**src/rtl/hms_display_scan.sv**
```systemverilog
// Multiplexed 8-digit 7-segment scanner for an HH:MM:SS time-of-day value.
// One digit is lit per scan slot. The time is snapshotted once per frame, so a
// displayed frame never mixes two different seconds. Out-of-range fields are
// shown as dashes. Digits 6 and 7 are blank slots that keep the duty cycle equal.
module hms_display_scan #(
    parameter int SCAN_DIV    = 100000,
    parameter bit SEG_ACT_LOW = 1'b1,
    parameter bit AN_ACT_LOW  = 1'b1
) (
    input  logic       clk,
    input  logic       reset_n,
    input  logic [4:0] hour,
    input  logic [5:0] minute,
    input  logic [5:0] second,
    input  logic       dp_en,
    output logic [7:0] anode,
    output logic [6:0] seg,
    output logic       dp,
    output logic       frame_tick
);

    localparam int             PW         = (SCAN_DIV > 2) ? $clog2(SCAN_DIV) : 1;
    localparam logic [PW-1:0]  PRESC_MAX  = PW'(SCAN_DIV - 1);
    localparam logic [7:0]     AN_OFF     = {8{AN_ACT_LOW}};
    localparam logic [6:0]     SEG_OFF    = {7{SEG_ACT_LOW}};
    localparam logic [6:0]     GLYPH_DASH = 7'h40;

    logic [PW-1:0] r_presc;
    logic [2:0]    r_idx;
    logic [4:0]    r_hour;
    logic [5:0]    r_min;
    logic [5:0]    r_sec;
    logic          r_dp_en;
    logic          r_upd;

    logic          w_tick;
    logic [3:0]    w_sec_tens, w_sec_ones;
    logic [3:0]    w_min_tens, w_min_ones;
    logic [3:0]    w_hour_tens, w_hour_ones;
    logic          w_sec_bad, w_min_bad, w_hour_bad;
    logic [3:0]    w_val;
    logic          w_bad;
    logic          w_blank;
    logic [6:0]    w_seg_hi;
    logic          w_dp_hi;
    logic [7:0]    w_an_hi;

    // Tens digit by threshold compare; valid for inputs 0..59 only.
    function automatic logic [3:0] tens_of(input logic [5:0] v);
        logic [3:0] t;
        if      (v >= 6'd50) t = 4'd5;
        else if (v >= 6'd40) t = 4'd4;
        else if (v >= 6'd30) t = 4'd3;
        else if (v >= 6'd20) t = 4'd2;
        else if (v >= 6'd10) t = 4'd1;
        else                 t = 4'd0;
        return t;
    endfunction

    function automatic logic [3:0] ones_of(input logic [5:0] v, input logic [3:0] t);
        logic [5:0] r;
        r = v - ({2'b00, t} * 6'd10);
        return r[3:0];
    endfunction

    // Active-high segment pattern {g,f,e,d,c,b,a} for decimal digits.
    function automatic logic [6:0] glyph(input logic [3:0] d);
        logic [6:0] g;
        case (d)
            4'd0:    g = 7'h3F;
            4'd1:    g = 7'h06;
            4'd2:    g = 7'h5B;
            4'd3:    g = 7'h4F;
            4'd4:    g = 7'h66;
            4'd5:    g = 7'h6D;
            4'd6:    g = 7'h7D;
            4'd7:    g = 7'h07;
            4'd8:    g = 7'h7F;
            4'd9:    g = 7'h6F;
            default: g = 7'h00;
        endcase
        return g;
    endfunction

    assign w_tick      = (r_presc == PRESC_MAX);

    assign w_sec_tens  = tens_of(r_sec);
    assign w_sec_ones  = ones_of(r_sec, w_sec_tens);
    assign w_min_tens  = tens_of(r_min);
    assign w_min_ones  = ones_of(r_min, w_min_tens);
    assign w_hour_tens = tens_of({1'b0, r_hour});
    assign w_hour_ones = ones_of({1'b0, r_hour}, w_hour_tens);

    assign w_sec_bad   = (r_sec  > 6'd59);
    assign w_min_bad   = (r_min  > 6'd59);
    assign w_hour_bad  = (r_hour > 5'd23);

    assign w_an_hi     = 8'd1 << r_idx;

    // Prescaler: one tick per scan slot.
    always_ff @(posedge clk) begin
        if (!reset_n)     r_presc <= '0;
        else if (w_tick)  r_presc <= '0;
        else              r_presc <= r_presc + 1'b1;
    end

    // Stage 1: advance the digit index and snapshot the time at frame start.
    always_ff @(posedge clk) begin
        if (!reset_n) begin
            r_idx        <= 3'd7;
            r_hour       <= '0;
            r_min        <= '0;
            r_sec        <= '0;
            r_dp_en      <= 1'b0;
            r_upd        <= 1'b0;
            frame_tick   <= 1'b0;
        end else begin
            r_upd      <= w_tick;
            frame_tick <= w_tick && (r_idx == 3'd7);
            if (w_tick) begin
                r_idx <= r_idx + 3'd1;
                if (r_idx == 3'd7) begin
                    r_hour  <= hour;
                    r_min   <= minute;
                    r_sec   <= second;
                    r_dp_en <= dp_en;
                end
            end
        end
    end

    // Select the digit value and its range flag for the current slot.
    always_comb begin
        w_val   = 4'd0;
        w_bad   = 1'b0;
        w_blank = 1'b0;
        case (r_idx)
            3'd0:    begin w_val = w_sec_ones;  w_bad = w_sec_bad;  end
            3'd1:    begin w_val = w_sec_tens;  w_bad = w_sec_bad;  end
            3'd2:    begin w_val = w_min_ones;  w_bad = w_min_bad;  end
            3'd3:    begin w_val = w_min_tens;  w_bad = w_min_bad;  end
            3'd4:    begin w_val = w_hour_ones; w_bad = w_hour_bad; end
            3'd5:    begin w_val = w_hour_tens; w_bad = w_hour_bad; end
            default: w_blank = 1'b1;
        endcase
    end

    // Segment and separator pattern, still active-high.
    always_comb begin
        w_seg_hi = 7'h00;
        w_dp_hi  = 1'b0;
        if (!w_blank) begin
            w_seg_hi = w_bad ? GLYPH_DASH : glyph(w_val);
            w_dp_hi  = r_dp_en && ((r_idx == 3'd2) || (r_idx == 3'd4));
        end
    end

    // Stage 2: register the display outputs one cycle after the tick; polarity applied here only.
    always_ff @(posedge clk) begin
        if (!reset_n) begin
            anode <= AN_OFF;
            seg   <= SEG_OFF;
            dp    <= SEG_ACT_LOW;
        end else if (r_upd) begin
            anode <= AN_ACT_LOW  ? ~w_an_hi  : w_an_hi;
            seg   <= SEG_ACT_LOW ? ~w_seg_hi : w_seg_hi;
            dp    <= SEG_ACT_LOW ? ~w_dp_hi  : w_dp_hi;
        end
    end

endmodule

```
**config.mk**
```make
export PLATFORM = sky130hd
export DESIGN_NAME = hms_display_scan
export DESIGN_NICKNAME = d
export VERILOG_FILES = /design/src/rtl/hms_display_scan.sv
export SDC_FILE = /design/constraint.sdc
export NUM_CORES = 1
export LEC_CHECK = 0
export ABC_AREA = 1
export CELL_PAD_IN_SITES_DETAIL_PLACEMENT = 1
export CELL_PAD_IN_SITES_GLOBAL_PLACEMENT = 1
export CORE_MARGIN = 5
export CORE_UTILIZATION = 40
export CTS_BUF_LIST = sky130_fd_sc_hd__clkbuf_4 sky130_fd_sc_hd__clkbuf_8 sky130_fd_sc_hd__clkbuf_16
export CTS_CLUSTER_SIZE = 14
export DETAILED_ROUTE_END_ITERATION = 16
export GPL_ROUTABILITY_DRIVEN = 0
export GPL_TIMING_DRIVEN = 0
export PLACE_DENSITY_LB_ADDON = 0.05
export SLEW_MARGIN = 20
export SYNTH_ARGS = -nofsm -noshare
export SYNTH_HDL_FRONTEND = slang
export SYNTH_SLANG_ARGS = --single-unit
export TNS_END_PERCENT = 5
```
**constraint.sdc**
```tcl
create_clock -name clk -period 2.5 [get_ports clk]
set_input_delay 0.5 -clock clk [delete_from_list [all_inputs] [get_ports clk]]
set_output_delay 0.5 -clock clk [all_outputs]
set_load 0.02 [all_outputs]
```
==> results by stage, run 1 <==
Clock tree:
- TritonCTS built the clock tree.
- The longest clock path from root to sink contains 2 buffers.
- The clock tree root driver cell is clkbuf_8.
- TritonCTS created 5 clock buffers.
- The clock insertion delay at the later pin of the skew report is 310 ps.
- The hold buffer count at cts is 0.
- The number of H-tree branching levels is 2.
- After clock tree synthesis, the clock-pin slew on the worst setup and hold paths is 110 ps.
- The number of sinks handled by clock tree synthesis is between 50 and 60.

Worst setup path:
- The worst setup path is launched from a flip-flop.
- The count of cells along the worst register-to-register path is 14.
- The reg-to-reg startpoint is r_sec[4].
- The worst setup path is of the reg -> reg kind.
- The type of destination of the critical path is a flip-flop.
- The largest incremental delay on the critical path is approximately 480 ps.
- For the worst setup path, the data required time is around 2700 ps.
- The worst endpoint data arrival time is about 2900 ps.
- The cell class contributing the biggest share of worst-path delay is simple AND/OR/NAND/NOR gates.
- The slowest stage of the critical path belongs to the cell fa_1.
- In this run the worst path has a maximum fanout of 6.
- The critical path goes through nand2_1 > o21bai_2 > nand2_4 > ha_4 > inv_2 > fa_1 > xnor2_2 > nand3_1 > nand3_1 > nand3_4 > nand3_4 > nand3_1 > nand2_1 > nand2_1.
- The end point of the critical path is seg[2].
- Counting both buffers and inverters, the worst setup path holds a total of 1.
- The critical path runs through a total of 14 cells.
- In this run the register-to-register setup slack is -150 ps.
- The worst reg2reg path endpoint is seg[2].
- In this run the worst setup path begins at r_sec[4].

Power and ir drop:
- In this run the power density over the cells is 373.4 nW/um^2.
- The leakage power summed over all cells is 1.657 nW.
- IR analysis of the VDD net gives a maximum drop of 205.7 uV.

Floorplanning:
- The area of the core is 7647 um^2.
- In this run the count of I/O pins placed on the die edge is 37.
- The floorplan step set the die width to about 98 um.
- The floorplan has 32 rows.
- The initial standard-cell utilization of the core is 40.49%.
- The die covers 9601 um^2.
- In this run the vertical extent of the chip is 97.99 um.

STA:
- The number of hold-slack violations in the final timing report came to 0.
- Adding up every negative setup slack in the final design gives -907.9 ps.
- In this run the tightest slew margin relative to its limit is 61.14%.
- The post-route minimum period is about 2600 ps.
- The final critical-path share of the clock period is 105.8%.
- The count of final setup violators is 7.
- The slew at the pin with the worst max-slew slack is 582.9 ps.
- Derived from the worst setup path, the maximum achievable clock frequency is approximately 380 MHz.
- Across the routed clock network, the largest skew measured is approximately 13 ps.
- Across all setup checks in the final design, the least slack found is -145.2 ps.
- The final count of pins violating max slew was 0.
- Setup repair after global routing could not meet its margin everywhere.

Job:
- The tool flagged a number of max-cap violations equal to 0.

Final layout:
- The share of final-layout standard cells stronger than drive strength 1 is between 20% and 30%.
- At the end of the flow, the number of nets in the layout was between 500 and 600.
- Leaving out fill and tap cells, the most frequent cells in the layout are nand2_1, a21oi_1, dfxtp_1.
- The antenna diode instance count is 0.
- Summing all multi-input logic gate instances after layout gives 1853 um^2.
- The most common cell after layout, fill and taps aside is nand2_1.
- The synthesis-to-layout area growth is 28.00%.
- The finished cells cover 3964 um^2.
- Across the whole layout, storage elements account for between 1000 and 1500 um^2.
- The layout has 986 filler cells.

Detailed routing:
- The routed design has between 8000 and 9000 um of wire.
- The detail route stage leaves a number of antenna-violating nets equal to 0.
- The number of iterations in the first detailed-routing pass is 4.
- For this block, the initial DRC count from the detailed router was 62.
- The total met3 wirelength after detailed routing is 207 um.
- After detailed routing, the average wire length per cell comes to 14.60 um.
- Dividing the detail-routed via count by the number of cells gives 5.037.
- The detailed router put a total of a little over 4000 um of wire on met1.
- Wire segments on met2 add up to around 4400 um in the final route.
- The uppermost metal layer occupied by signal nets is met4.
- Summing over every cut layer, the via total after detailed routing is 3032.
- After detailed routing, the number of remaining DRC violations is 0.

Yosys:
- In the synthesized netlist, the number of instances is 443.
- In this run, synthesis inferred 0 flip-flops with an integrated enable.
- After synthesis, the cell types taking the most area are dfxtp_1, nand2_1, a21oi_1.
- For this run, the leading register cell type out of synthesis is dfxtp_1.
- The Yosys step of the flow raised 0 warnings.
- After synthesis, the mean cell area works out to 6.990 um^2.
- The leading area contributor after synthesis is dfxtp_1.
- Summing the sequential cell areas from Yosys gives 36.20% of the chip area.
- Synthesis inferred 56 register bits.
- The fraction of registers with async set or reset after synthesis is 0%.
- The post-synthesis cell area is 3097 um^2.
- The synthesized netlist contains 39 unique library cells.
- The share of the synthesized area in the top cell type is 36.20%.
- The number of nets in the synthesized netlist is 481.

Run status:
- The checks that failed: setup timing.
- The flow ran to the end, but the final reports show violations.

Global routing:
- In the global route stage, overall resource usage came out at approximately 18%.
- After global routing the overflow that remains totals 0.
- The largest net degree at the start of global routing is 19.
- The number of antenna violations at the first check in global routing is 0.
- The via count of the first global-routing pass came to 3180.
- The global-route wire length before repair is ~15000 um.

Hold path:
- In this run the worst hold path is classified as reg -> reg.

Place:
- The number of port buffers is 36.
- Summing all placed instances gives a cell area of 3585 um^2.
- The post-detailed-placement half-perimeter wirelength is approximately 6600 um.
## sequential cells by signal (all words and copies together) (netlist names)
| signal | flops |
|---|---|
| dp | 1 |
| r_idx | 3 |
| r_upd | 1 |
| anode | 8 |
| frame_tick | 1 |
| r_dp_en | 1 |
| r_min | 6 |
| seg | 7 |
| r_presc | 17 |
| r_hour | 5 |
| r_sec | 6 |
## worst min path at each step
stage               start    endpoint  cells past startpoint
5_1_grt        r_presc[0]  r_presc[0]                      1
3_3_place_gp   r_presc[0]  r_presc[0]                      1
6_report       r_presc[0]  r_presc[0]                      1
2_1_floorplan  r_presc[0]  r_presc[0]                      1
3_5_place_dp   r_presc[0]  r_presc[0]                      1
4_1_cts        r_presc[0]  r_presc[0]                      1
## repair_timing
item,4_1_cts,5_1_grt
buffers inserted,8,5
resized for setup,19,46
hold endpoints to repair,0,0
endpoints found under the setup margin,7,7
pin swaps,6,18
gates cloned,0,0
## per-layer routing
metal	vias to the layer above	global-route usage [%]
li1	1545	-
met5	-	0
met2	36	31.36
met3	9	2.786
met1	1442	24.14
met4	0	3.940
## cells by family after synthesis
| logic type | synth area share [%] |
|---|---|
| flops | 36.20 |
| buf+inv | 8.969 |
| simple gates | 32.20 |
| compound gates | 13.17 |
| xor+xnor | 1.697 |
| fa+ha+maj | 7.758 |
## synth_stat cells (3+ instances only)
cell type  number
nor3_1          3
dfxtp_1        56
xor2_1          4
o21ai_0        17
nand3_2         3
inv_2           7
inv_1          47
ha_1           16
nand2_2         6
nand3_1        44
nor2_1         25
o22ai_1         3
a21oi_1        47
nor2_2          6
nand2_1       120
nand4_1         3
clkbuf_1        6
## layout make-up
cell class,instances,area share (%)
flip-flops and latches,56,29.10
inverters,55,5.335
repair buffers,49,11.55
clock buffers,5,1.736
well taps,102,3.220
multi-input cells,320,46.75
clock inverters,3,0.5682
plain buffers,12,1.736
## stage by stage
step                hold slack, ps  setup WS (ps)  instances  util (%)  power (mW)
floorplan                    417.6          197.7        443         -      0.9537
global placement             433.0         -43.54        581     46.88      0.9968
detailed placement           442.5         -105.9        581     46.88      0.9990
CTS                          470.3         -10.50        597     49.48       1.511
global route                 500.1         -290.3        602     51.83       1.542
finish                       469.6         -145.2        602     51.83       1.480
## worst reg2reg max path: cells and delay by family (launching register included)
family	cells	cell delay (ps)
AO/OA/AOI/OAI	1	250
XOR/XNOR	1	230
adder cells (fa/ha/maj)	2	610
buffers and inverters	1	40
flip-flops	1	400
AND/OR/NAND/NOR	9	1020
## report_power, final
part | leakage (nW) | internal [mW] | switching, mW
Combinational | 1.15 | 0.0368 | 0.0397
Sequential | 0.460 | 0.888 | 0.00394
Clock | 0.0485 | 0.202 | 0.310
(Power assumes the default switching activity.)
==> run 2: changes to the inputs <==
Settings changed: CAP_MARGIN set to 40, PLACE_DENSITY set to 0.9, PLACE_DENSITY_LB_ADDON 0.05 to not set.
==> results by stage, run 2 (synthesis gave the netlist of run 1 again) <==
Run status:
- The flow ran to the end, but the final reports show violations.
- The final reports fail on setup timing.

STA:
- The post-route minimum period is 2560 ps (-85.50 ps).
- The number of hold-slack violations in the final timing report is 0 (unchanged).
- The tightest slew margin relative to the limit came to 65.41% (+4.3 points).
- Setup repair after global routing could not meet its margin everywhere.
- The final count of pins violating max slew was 0 (unchanged).
- The sum of negative setup slack came to -253.1 ps (+654.8 ps).
- The slew at the pin with the worst max-slew slack is 518.9 ps (-63.99 ps).
- The worst path setup slack after routing came to -59.73 ps (+85.50 ps).
- The final setup skew was 22.20 ps (+9.662 ps).
- The worst hold-check slack is 470.6 ps (+0.9600 ps).
- The final critical-path share of the clock period is 102.4% (-3.4 points).
- The highest clock rate was 390.7 MHz (+3.3%).
- The count of final setup violators is 7 (unchanged).

Worst setup path:
- The count of cells along the worst register-to-register path is 20 (+6).
- The worst setup path is captured at a flip-flop.
- The reg2reg setup slack is -60 ps (+90 ps).
- The worst endpoint data arrival time came to 2770 ps (-80 ps).
- The worst register-to-register path begins at r_sec[3].
- The required time reported for the critical path endpoint is 2720 ps (about the same).
- The worst setup path is launched from a flip-flop.
- The critical path is of the reg -> reg type.
- The top fanout value on the critical path is 6 (unchanged).
- The source of the critical timing path is r_sec[3].

Final layout:
- The layout filler cell count is 969 (-1.7%).
- The antenna diode instance count came to 0 (unchanged).
- The share of final-layout standard cells stronger than drive strength 1 is 24.85% (+3.9 points).
- Leaving out fill and tap cells, the most frequent cells in the layout are nand2_1, a21oi_1, dfxtp_1.
- The final design area excluding fillers is 4078 um^2 (+2.9%).
- The largest registers in the layout are r_presc: 17 flops, anode: 8 flops, seg: 7 flops.
- Counting flops per register, the top entry is r_presc.
- The share of the core filled with cells is 53.32% (+1.5 points).
- The flip-flop count of the largest register after layout came to 17 (unchanged).
- The synthesis-to-layout area growth is 31.68%.
- The library cell used most frequently in the layout, excluding fill and tap cells, is nand2_1.
- The total number of nets in the final design was 544 (+1.3%).
- The count of placed standard cells in the final layout, fillers left out was 609 (+1.2%).

Clock tree:
- The clock insertion delay at the later pin of the skew report is 330 ps (+20 ps).
- The clock tree root driver cell is clkbuf_8.
- The hold buffer count at cts came to 0 (unchanged).
- The number of sinks handled by clock tree synthesis is 56 (unchanged).
- The clock transition time at the flip-flop clock pins of the worst setup and hold paths is 110 ps (about the same).
- The largest buffer count on any clock path came to 2 (unchanged).
- TritonCTS built the clock tree.
- The total CTS buffers was 5 (unchanged).
- The number of H-tree branching levels is 2 (unchanged).

Hold path:
- In this run the most critical hold path is launched from r_hour[0].
- The count of cells along the worst hold path is 2 (+1).
- The path class of the tightest hold or removal check is reg -> reg.

Floorplanning:
- The overall die area was 9601 um^2 (unchanged).
- The area of the core was 7647 um^2 (unchanged).
- The number of placed I/O pins is 37 (unchanged).
- The initial standard-cell utilization of the core is 40.49% (unchanged).
- The number of placement rows is 32 (unchanged).
- The y dimension of the die is 97.99 um (unchanged).
- The overall die width is 97.99 um (unchanged).

Place:
- The total cell area at the placement stage was 3585 um^2 (unchanged).
- The number of cells in the design after placement is 581 (unchanged).
- The post-detailed-placement half-perimeter wirelength was 6758 um (+2.3%).
- The worst setup slack after placement is -179.6 ps (-73.67 ps).
- The number of port buffers is 36 (unchanged).

Global routing:
- The largest net degree at the start of global routing is 19 (unchanged).
- The global-route wire length before repair was 15950 um (+8.0%).
- The total global routing overflow is 0 (unchanged).
- The combined global-route utilization of all metal layers is 20.29% (+2.1 points).
- The number of antenna violations at the first check in global routing came to 0 (unchanged).
- The via count of the first global-routing pass is 3441 (+8.2%).

Power and ir drop:
- The peak ir drop on the vdd network is 251.2 uV (+22%).
- The power density normalized to cell area came to 393.3 nW/um^2 (+5.3%).
- The final total power is 1.604 mW (+8.4%).
- The leakage power summed over all cells is 1.694 nW (+2.2%).

Detailed routing:
- The first-iteration detailed-routing DRC count is 96 (+55%).
- The total detailed-routing wirelength was 9977 um (+13%).
- The number of nets with antenna violations after detailed routing is 0 (unchanged).
- The number of design rule violations left after detail routing is 0 (unchanged).
- The number of iterations in the first detailed-routing pass was 4 (unchanged).
- The routed length per instance came to 16.38 um (+12%).
- The total number of vias is 3192 (+5.3%).
- The average vias per placed instance is 5.241 (+4.1%).

Job:
- The number of max-cap violations is 0 (unchanged).
==> run 2: cell types whose count changed in the layout (fill, tap and decap cells not counted), sizes merged <==
| cell | previous run | this run |
|---|---|---|
| buf | 19 | 26 |
| bufinv | 0 | 1 |
| inv | 56 | 55 |
==> run 2: metal layers <==
metal	vias up	track usage (%)	share of wire (%)
met2	58	38.53	54
met3	27	3.571	2.6
met1	1547	21.55	40
met5	-	0	0
li1	1560	-	-
met4	0	9.265	3.6
==> run 2: worst max-delay path, stage by stage (launching register included) <==
cell and delay, ps:
dfxtp_4 400, inv_2 40, nand2_2 90, nand2_2 70, nand2_2 80, nand2_2 60
nand2_2 80, nand2_4 60, ha_4 170, inv_2 50, fa_2 430, nand2_2 80
nand2_2 60, a21oi_2 150, nand2_2 90, nand2_4 110, nand2_2 100, nand3_4 100
nand3_1 100, nand2_1 90, nand2_1 50
==> run 2: worst paths after layout <==
check,endpoint
setup / recovery,seg[1]
hold reg to reg,r_hour[0]
setup reg to reg,seg[1]
hold / removal,r_hour[0]
==> run 2: layout make-up <==
| class | instances | area (um^2) | area share (%) |
|---|---|---|---|
| plain buffers | 12 | 68.82 | 1.688 |
| repair buffers | 56 | 514.2 | 12.61 |
| multi-input cells | 320 | 1886 | 46.24 |
| inverters | 55 | 211.5 | 5.186 |
| flip-flops and latches | 56 | 1154 | 28.29 |
| clock inverters | 3 | 47.55 | 1.166 |
| well taps | 102 | 127.6 | 3.130 |
| clock buffers | 5 | 68.82 | 1.688 |
==> run 2: what timing repair did <==
item                       CTS  global route
setup buffers               15             5
setup endpoints to repair    7             7
gates resized for setup     37            41
pin swaps                   11            22
==> run 2: power breakdown <==
group	leakage (nW)	switching [mW]	internal (mW)
Clock	0.0583	0.325	0.303
Sequential	0.460	0.00523	0.889
Combinational	1.18	0.0439	0.0375
==> run 3: changes to the inputs <==
Settings changed: CORE_UTILIZATION 40 to 45, CTS_BUF_LIST sky130_fd_sc_hd__clkbuf_4 sky130_fd_sc_hd__clkbuf_8 sky130_fd_sc_hd__clkbuf_16 to not set, DONT_BUFFER_PORTS set to 1, PLACE_DENSITY 0.9 to 0.89.
Clock period 2.5 ns to 2.4 ns, I/O delays scaled along.
==> results by stage, run 3 (synthesis gave the netlist of run 1 again) <==
STA:
- The post-route minimum period is 2554 ps (-5.912 ps).
- The final critical-path share of the clock period came to 106.4% (+4.0 points).
- The tightest slew margin relative to the limit is 66.93% (+1.5 points).
- The highest clock rate is 391.6 MHz (+0.23%).
- The number of hold-slack violations in the final timing report is 0 (unchanged).
- The final count of pins violating max slew came to 0 (unchanged).
- Setup repair after global routing could not meet its margin everywhere.
- The worst path setup slack after routing came to -153.8 ps (-94.09 ps).
- The slew at the pin with the worst max-slew slack is 496.0 ps (-22.89 ps).
- The count of final setup violators is 7 (unchanged).
- The final setup skew is 10.30 ps (-11.90 ps).
- The sum of negative setup slack is -840.8 ps (-587.7 ps).

Final layout:
- The largest registers in the layout are r_presc: 17 flops, anode: 8 flops, seg: 7 flops.
- The antenna diode instance count is 0 (unchanged).
- The total number of nets in the final design came to 500 (-8.1%).
- The register with the most flip-flops in the final layout is r_presc.
- The count of placed standard cells in the final layout, fillers left out is 543 (-11%).
- The final design area excluding fillers is 3575 um^2 (-12%).
- The top cell types in the final layout, fill and taps aside, are nand2_1, a21oi_1, dfxtp_1.
- The share of final-layout standard cells stronger than drive strength 1 is 22.25% (-2.6 points).
- The layout filler cell count is 888 (-8.4%).
- The most common cell after layout, fill and taps aside is nand2_1.
- The area growth from synthesis to layout is 15.43%.
- The flip-flop count of the largest register after layout was 17 (unchanged).

Clock tree:
- The clock transition time at the flip-flop clock pins of the worst setup and hold paths came to 110 ps (about the same).
- The hold buffer count at cts came to 0 (unchanged).
- The number of H-tree branching levels came to 2 (unchanged).
- The CTS tree is yes.
- The largest buffer count on any clock path is 2 (unchanged).
- The total CTS buffers was 5 (unchanged).
- The clock insertion delay at the later pin of the skew report is 320 ps (about the same).
- The number of sinks handled by clock tree synthesis is 56 (unchanged).
- The clock tree root driver cell is clkbuf_8.

Run status:
- The run finished, with violations left.
- The final reports fail on setup timing.

Worst setup path:
- The top fanout value on the critical path came to 6 (unchanged).
- The critical path buffer and inverter count was 3 (+1).
- The largest individual stage delay along the critical path comes from the cell fa_1.
- Traced cell by cell, the critical path runs through inv_2 > nand2_2 > nand2_2 > nand2_2 > nand2_2 > nand2_2 > nand2_4 > ha_4 > inv_2 > fa_1 > nand2_1 > nand2_2 > a21oi_4 > nand2_2 > nand2_4 > inv_6 > nand2_4 > o21ai_2 > nand2_1 > nand3_1 > nand2_1 > nand2_1.
- By instance count, the cell type seen most on the critical path is nand2_2.
- The type of destination of the critical path is a flip-flop.
- The critical path ends at seg[5].
- The number of cells on the critical path is 22 (+10%).
- The largest incremental delay on the critical path came to 470 ps (+40 ps).
- The worst endpoint data arrival time came to 2780 ps (about the same).
- The reg2reg setup slack is -150 ps (-90 ps).
- In this run the critical register-to-register path is launched from r_sec[3].
- The critical path is of the reg -> reg type.
- The startpoint type of the worst setup path is a flip-flop.
- The required time reported for the critical path endpoint was 2630 ps (-90 ps).
- The cell class contributing the biggest share of worst-path delay is simple AND/OR/NAND/NOR gates.
- The worst register-to-register path ends at seg[5].
- The count of cells along the worst register-to-register path was 22 (+10%).
- The most critical setup path has its startpoint at r_sec[3].

Power and ir drop:
- The leakage power summed over all cells is 1.492 nW (-12%).
- The peak ir drop on the vdd network is 361.3 uV (+44%).
- The power density normalized to cell area is 429.8 nW/um^2 (+9.3%).
- The reported net switching power was 384.9 uW (+2.9%).
- The clock network fraction of total power is 36.3% (-2.8 points).
- The fraction of power spent switching nets came to 25.05% (+1.7 points).
- The cell internal power dissipation is 1.152 mW (-6.3%).
- The register share of total power was 60.6% (+4.8 points).
- The part of the power in combinational logic is 3.2% (-1.9 points).
- The final total power is 1.536 mW (-4.2%).

Global routing:
- The total global routing overflow is 0 (unchanged).
- The combined global-route utilization of all metal layers is 19.66% (-0.63 points).
- The largest net degree at the start of global routing is 20 (+1).
- The number of antenna violations at the first check in global routing is 0 (unchanged).
- The global-route wire length before repair is 13840 um (-13%).
- The via count of the first global-routing pass is 3002 (-13%).

Detailed routing:
- The length of routed met2 wiring is 4521 um (-16%).
- The total detailed-routing wirelength was 8573 um (-14%).
- The number of nets with antenna violations after detailed routing is 0 (unchanged).
- The number of iterations in the first detailed-routing pass is 4 (unchanged).
- The number of design rule violations left after detail routing came to 0 (unchanged).
- The average vias per placed instance was 5.381 (+2.7%).
- The met1 wire length is 3574 um (-10%).
- The routed length per instance was 15.79 um (-3.6%).
- The total number of vias is 2922 (-8.5%).
- The first-iteration detailed-routing DRC count is 78 (-19%).
- The uppermost metal layer occupied by signal nets is met4.
- The total met3 wirelength after detailed routing is 304 um (+18%).

Job:
- The number of max-cap violations is 0 (unchanged).

Hold path:
- The tightest min-delay check is of the in -> reg type.

Floorplanning:
- The number of placed I/O pins was 37 (unchanged).
- The initial standard-cell utilization of the core is 45.83% (+5.3 points).
- The area of the core is 6756 um^2 (-12%).
- The number of placement rows is 30 (-6.3%).
- The overall die width is 92.96 um (-5.1%).
- The y dimension of the die is 92.96 um (-5.1%).
- The overall die area is 8641 um^2 (-10%).

Place:
- The number of port buffers is 0 (-100%).
- The total cell area at the placement stage is 3197 um^2 (-11%).
- The post-detailed-placement half-perimeter wirelength came to 6167 um (-8.8%).
- The number of cells in the design after placement came to 523 (-10%).
run 3: worst min-delay path by stage:
stage | depth (start not counted) | end | start | slack, ps
2_1_floorplan | 1 | r_presc[0] | r_presc[0] | 420
3_3_place_gp | 1 | r_presc[0] | r_presc[0] | 430
3_5_place_dp | 2 | r_hour[1] | r_hour[1] | 460
4_1_cts | 1 | dp | reset_n | 230
5_1_grt | 1 | dp | reset_n | 220
6_report | 1 | dp | reset_n | 240
run 3: metrics by stage:
| stage | hold slack, ps | setup WS [ps] | util, % |
|---|---|---|---|
| after floorplan | 417.6 | 97.71 | - |
| after global routing | 219.7 | -265.3 | 52.91 |
| after detailed placement | 459.2 | -231.8 | 47.31 |
| final | 237.1 | -153.8 | 52.91 |
| after global placement | 428.7 | -150.8 | 47.31 |
| after CTS | 232.0 | -124.8 | 50.44 |
run 3: routing by layer:
layer | GRT usage, % | up-vias
met4 | 5.495 | 0
met5 | 0 | -
met2 | 36.59 | 37
met3 | 4.143 | 13
li1 | - | 1465
met1 | 22.42 | 1407
run 3: area by class of cell:
cell class / instances / area (um^2) / share of cell area, %
Inverter: 55 / 211.5 / 5.915
Timing Repair Buffer: 12 / 90.09 / 2.520
Multi-Input combinational cell: 320 / 1859 / 52.01
Clock buffer: 5 / 68.82 / 1.925
Tap cell: 80 / 100.1 / 2.800
Buffer: 12 / 68.82 / 1.925
Sequential cell: 56 / 1150 / 32.17
Clock inverter: 3 / 26.28 / 0.7350
run 3: repair_timing:
action | 4_1_cts | 5_1_grt
setup endpoints to repair | 7 | 7
pin swaps | 11 | 16
hold endpoints to repair | 0 | 0
resized for setup | 22 | 44
setup buffers | 7 | 5
run 3: worst register-to-register path, delay by kind of cell, from the launching register on:
family | cells | cell delay [ps]
buffers and inverters | 3 | 150
flip-flops | 1 | 390
AND/OR/NAND/NOR | 15 | 1140
AO/OA/AOI/OAI | 2 | 190
adder cells (fa/ha/maj) | 2 | 590
run 3: power groups by stage:
stage                     clock network, mW  logic (mW)  registers [mW]
after floorplan                           0      0.0344           0.959
after global placement                    0      0.0462           0.960
after detailed placement                  0      0.0487           0.960
after CTS                             0.572      0.0490           0.937
after global routing                  0.626      0.0547           0.932
final                                 0.557      0.0484           0.931
